$ cat config.mk
export PLATFORM = sky130hd
export DESIGN_NAME = mem_port_arbiter_flat
export DESIGN_NICKNAME = d
export VERILOG_FILES = /design/src/rtl/mem_port_arbiter_if.sv /design/src/rtl/mem_port_arbiter.sv /design/src/flat_wrapper.sv
export SDC_FILE = /design/constraint.sdc
export NUM_CORES = 1
export LEC_CHECK = 0
export ABC_AREA = 1
export ABC_CLOCK_PERIOD_IN_PS = 2900
export BUFFER_PORTS_ARGS = -buffer_cell sky130_fd_sc_hd__clkbuf_2
export CORE_MARGIN = 2
export CORE_UTILIZATION = 35
export CTS_BUF_LIST = sky130_fd_sc_hd__clkbuf_4
export DETAILED_ROUTE_END_ITERATION = 10
export SYNTH_ARGS = -nofsm -noshare
export SYNTH_HDL_FRONTEND = slang
export SYNTH_SLANG_ARGS = --single-unit
$ cat constraint.sdc
create_clock -name clk -period 2.9 [get_ports clk]
set_input_delay 0.29 -clock clk [delete_from_list [all_inputs] [get_ports clk]]
set_output_delay 0.29 -clock clk [all_outputs]
set_load 0.005 [all_outputs]
$ cat src/rtl/mem_port_arbiter_if.sv
// mem_port_arbiter_if: req/ack single-port memory bus between the arbiter (master) and memory (slave)
interface mem_port_arbiter_if #(
    parameter int ADDR_W = 32,
    parameter int DATA_W = 32
);
    logic              req;
    logic              we;
    logic [ADDR_W-1:0] addr;
    logic [DATA_W-1:0] wdata;
    logic [DATA_W-1:0] rdata;
    logic              ack;
    modport master (output req, we, addr, wdata, input rdata, ack);
    modport slave  (input req, we, addr, wdata, output rdata, ack);
endinterface

$ cat src/rtl/mem_port_arbiter.sv
// mem_port_arbiter: serialises fetch and load/store onto one req/ack memory port
// Optional MEM_TIMEOUT_EN aborts accesses whose ack never arrives
module mem_port_arbiter #(
    parameter int ADDR_W  = 32,
    parameter int DATA_W  = 32,
    parameter int TIMEOUT = 15
) (
    input  logic              clk,
    input  logic              rst,
    input  logic              if_req,
    input  logic [ADDR_W-1:0] if_addr,
    output logic [DATA_W-1:0] if_rdata,
    output logic              if_valid,
    input  logic              ls_read_en,
    input  logic              ls_write_en,
    input  logic [ADDR_W-1:0] ls_addr,
    input  logic [DATA_W-1:0] ls_wdata,
    output logic [DATA_W-1:0] ls_rdata,
    output logic              ls_done,
    mem_port_arbiter_if.master mem,
    output logic              core_stall,
    output logic              bus_err
);
    typedef enum logic [1:0] {IDLE, FETCH, DATA, RESP} state_t;
    state_t state, state_d;
    logic ls_any, busy, expire, finish;
    assign ls_any = ls_read_en | ls_write_en;
    assign busy   = (state == FETCH) || (state == DATA);
    assign finish = busy && (mem.ack || expire);
    assign core_stall = (if_req & ~if_valid) | (ls_any & ~ls_done);
`ifdef MEM_TIMEOUT_EN
    localparam int CW = $clog2(TIMEOUT + 1);
    logic [CW-1:0] cnt;
    assign expire = !mem.ack && (cnt == CW'(TIMEOUT));
    // Zero in the first request cycle since the previous cycle was IDLE
    always_ff @(posedge clk)
        if (rst) cnt <= '0;
        else     cnt <= busy ? cnt + 1'b1 : '0;
`else
    assign expire = 1'b0;
`endif
    always_comb begin
        state_d = state;
        case (state)
            IDLE:    state_d = ls_any ? DATA : if_req ? FETCH : IDLE;
            RESP:    state_d = IDLE;
            default: state_d = finish ? RESP : state;
        endcase
    end
    always_ff @(posedge clk) begin
        if (rst) begin
            state     <= IDLE;
            mem.req   <= 1'b0;
            mem.we    <= 1'b0;
            mem.addr  <= '0;
            mem.wdata <= '0;
            if_rdata  <= '0;
            ls_rdata  <= '0;
            if_valid  <= 1'b0;
            ls_done   <= 1'b0;
            bus_err   <= 1'b0;
        end else begin
            state    <= state_d;
            if_valid <= 1'b0;
            ls_done  <= 1'b0;
            bus_err  <= 1'b0;
            if (state == IDLE && ls_any) begin
                mem.req   <= 1'b1;
                mem.we    <= ls_write_en;
                mem.addr  <= ls_addr;
                mem.wdata <= ls_wdata;
                bus_err   <= ls_read_en & ls_write_en;
            end else if (state == IDLE && if_req) begin
                mem.req  <= 1'b1;
                mem.we   <= 1'b0;
                mem.addr <= if_addr;
            end else if (finish) begin
                mem.req <= 1'b0;
                bus_err <= expire;
                if (state == FETCH) begin
                    if_valid <= 1'b1;
                    if_rdata <= mem.ack ? mem.rdata : DATA_W'(32'h0000_0013);
                end else begin
                    ls_done <= 1'b1;
                    if (!mem.we) ls_rdata <= mem.ack ? mem.rdata : '0;
                end
            end
        end
    end
endmodule

$ cat src/flat_wrapper.sv
// flat-port wrapper written by rule: the top's interface ports become plain ports
module mem_port_arbiter_flat 
#(
    parameter int ADDR_W  = 32,
    parameter int DATA_W  = 32,
    parameter int TIMEOUT = 15
)
  (clk, rst, if_req, if_addr, if_rdata, if_valid, ls_read_en, ls_write_en, ls_addr, ls_wdata, ls_rdata, ls_done, core_stall, bus_err, mem_req, mem_we, mem_addr, mem_wdata, mem_rdata, mem_ack);
  mem_port_arbiter_if #(.ADDR_W(ADDR_W), .DATA_W(DATA_W)) mem_i ();
  input  logic clk;
  input  logic rst;
  input  logic if_req;
  input  logic [ADDR_W-1:0] if_addr;
  output logic [DATA_W-1:0] if_rdata;
  output logic if_valid;
  input  logic ls_read_en;
  input  logic ls_write_en;
  input  logic [ADDR_W-1:0] ls_addr;
  input  logic [DATA_W-1:0] ls_wdata;
  output logic [DATA_W-1:0] ls_rdata;
  output logic ls_done;
  output logic core_stall;
  output logic bus_err;
  output wire logic [$bits(mem_i.req)-1:0] mem_req;
  output wire logic [$bits(mem_i.we)-1:0] mem_we;
  output wire logic [$bits(mem_i.addr)-1:0] mem_addr;
  output wire logic [$bits(mem_i.wdata)-1:0] mem_wdata;
  input wire logic [$bits(mem_i.rdata)-1:0] mem_rdata;
  input wire logic [$bits(mem_i.ack)-1:0] mem_ack;
  assign mem_req = mem_i.req;
  assign mem_we = mem_i.we;
  assign mem_addr = mem_i.addr;
  assign mem_wdata = mem_i.wdata;
  assign mem_i.rdata = mem_rdata;
  assign mem_i.ack = mem_ack;
  mem_port_arbiter #(.ADDR_W(ADDR_W), .DATA_W(DATA_W), .TIMEOUT(TIMEOUT)) u_core (.clk(clk), .rst(rst), .if_req(if_req), .if_addr(if_addr), .if_rdata(if_rdata), .if_valid(if_valid), .ls_read_en(ls_read_en), .ls_write_en(ls_write_en), .ls_addr(ls_addr), .ls_wdata(ls_wdata), .ls_rdata(ls_rdata), .ls_done(ls_done), .mem(mem_i), .core_stall(core_stall), .bus_err(bus_err));
endmodule
==> impl_metrics.yaml <==
synth:
  netlist_instances: 915
  yosys.area.top_type: "dfxtp_1"
  synthDistinctLibCells: 21
  synth_warnings: 0
  synth-seq-area-share_pct: 45.9
  ys_ff_latch: 135
  yosys-top-cells-area: "dfxtp_1, nand2_1, nor2_1, inv_1, o21ai_0"
  syn_area_mm2: 0.00589
  yosysTopAreaCellShare_pct: 45.9
  synth.avg_cell_area_um2: 6.44
  postSynthNetCount: 1052
clock_tree:
  cts_resized: 0
  cts_buffer_depth: 2
  cts_root_buf: "clkbuf_4"
  insertion_delay_ps: 530
  htree_levels: 4
  hold_buffers: 43
  cts_setup_buffers: 0
  cts.sinks: 135
  numCtsBuffers: 17
  cts_tree: "yes"
  clk_pin_slew_ps: 110
timing:
  setup-tns-final_ps: 0
  fin_crit_sh_pct: 76.6
  fmax_mhz: 450
  setup_viol: 0
  rsz0062_at_grt: "no"
  slew_viol_final: 0
  skew_ps: 13.4
  relSlewSlack_pct: 43.5
  period_needed_ps: 2220
  hold_violations: 0
  worst_pin_slew_ps: 845
placement:
  hpwl_um: 12000
  gp_congestion: 0.787
  place_area_mm2: 0.00736
  dp_cells: 1360
  port-buffer-count: 267
power_and_ir_drop:
  power_mw: 6.10
  irDropWorstVdd_v: 0.000317
  leakage_nw: 4.70
  power_density_mw_per_mm2: 754
routing:
  post_drt_wl_per_cell_um: 12.3
  drc: 0
  vias: 6150
  drt_first_pass_iters: 6
  drt_iter0_markers: 296
  post_drt_via_cell_ratio: 4.29
  ant_nets: 0
  wirelength_um: 17600
cells_and_area:
  area_delta_synth_final_pct: 37.3
  utilization_pct: 49.0
  fin_nets: 1339
  design_area_mm2: 0.00809
  layout-drive-gt1-share_pct: 25.9
  instances_no_fill: 1435
job:
  max_cap_violations: 0
worst_setup_path:
  critPathKind: "reg -> reg"
  worstPathMaxFanout: 62
  cp_data_required_time_ps: 3320
  reg2reg_from: "u_core.state[0]"
  critPathLaunch: "u_core.state[0]"
  critPathLaunchType: "flop"
  setup.worst_path.end_class: "flop"
  cp.arrival_ps: 2640
global_route:
  grt_pass1_wl_um: 28100
  grtUsageTotal_pct: 19.6
  antenna_found_initial: 1
  grt_pass1_vias: 5730
  grt_max_degree: 74
  overflow: 0
min_path:
  hp-class: "in -> reg"
  hp-start: "ls_addr[27]"
floorplanning:
  rows: 47
  core_mm2: 0.0165
  ios: 268
  dieArea_mm2: 0.0179
  initial_core_util_pct: 35.7
  fp.dieH_um: 134
  fp.dieW_um: 134
status:
  outcome: "completed"
==> placed cells by master, fill, tap and decap left out, types with 2 or more instances in the layout <==
cell	count
dfxtp_1	135
bufinv_16	4
nand4_1	23
nor2_4	3
clkbuf_2	267
nor2_1	240
ha_1	3
o21ai_0	36
clkinv_1	6
a21oi_1	3
nand3_2	2
nand2_1	275
clkbuf_4	19
dlygate4sd3_1	43
inv_1	116
nand3_1	18
buf_4	8
nand2_2	2
nor2_2	2
==> synthesized netlist by cell type, drive strengths merged <==
cell      n
nand2   278
nor2    245
dfxtp   135
inv     118
o21ai    37
clkbuf   27
buf      24
nand4    23
nand3    20
a21oi     3
ha        3
nor4      1
o22ai     1
==> critical path, stage by stage, from the launching register on <==
cell and delay [ps]:
dfxtp_1 360, inv_1 70, ha_1 410, o21ai_4 340
nand3_2 130, buf_4 520, nand2_1 110, nand2_1 90
nor2_1 40
==> where the power goes <==
| group | total [mW] | internal [mW] | switching [mW] |
|---|---|---|---|
| Sequential | 2.48 | 2.27 | 0.212 |
| Combinational | 2.27 | 0.856 | 1.41 |
| Clock | 1.35 | 0.684 | 0.670 |
| Total | 6.10 | 3.81 | 2.29 |
==> per-stage QoR <==
| stage | hold slack (ps) | setup slack (ps) |
|---|---|---|
| detailed placement | 444 | 716 |
| global route | 18.7 | 466 |
| global placement | 435 | 771 |
| floorplan | 413 | 1320 |
| CTS | 1.89 | 706 |
| finish | 69.8 | 679 |
==> worst paths after layout <==
kind	endpoint	slack [ps]	cells past startpoint
worst max-delay path	u_core.if_rdata[15]	680	8
worst max register to register	u_core.if_rdata[15]	680	8
worst min-delay path	u_core.mem.addr[27]	70	5
worst min register to register	u_core.mem.addr[13]	460	2
==> cells by family (layout without fill, tap and decap cells) <==
logic type	Yosys count	in the layout	synth area share, %
adder cells (fa/ha/maj)	3	3	0.637
buffers and inverters	169	468	11.5
AO/OA/AOI/OAI	41	41	3.69
AND/OR/NAND/NOR	567	567	38.3
other	0	1	0
flip-flops	135	135	45.9
==> metal layers <==
metal	wire (um)	global-route usage (%)
met5	0	0
met4	239	5.97
met2	8170	33.0
met1	7610	22.8
met3	1570	7.72
==> flip-flops by register name, indices dropped and copies added (netlist names) <==
signal and flops:
u_core.mem.wdata 32, u_core.if_rdata 32, u_core.mem.addr 32, u_core.state 2, u_core.mem.we 1, u_core.mem.req 1
u_core.if_valid 1, u_core.ls_rdata 32, u_core.bus_err 1, u_core.ls_done 1
==> final cells by class <==
cell class / count / area (um2)
multi-input cells: 611 / 2520
inverters: 118 / 444
clock inverters: 12 / 159
well taps: 220 / 275
clock buffers: 19 / 143
repair buffers: 319 / 1850
flip-flops and latches: 135 / 2700
fillers: 1742 / 8430
diodes: 1 / 2.50
Note: power is estimated with default switching activity, not from simulation.
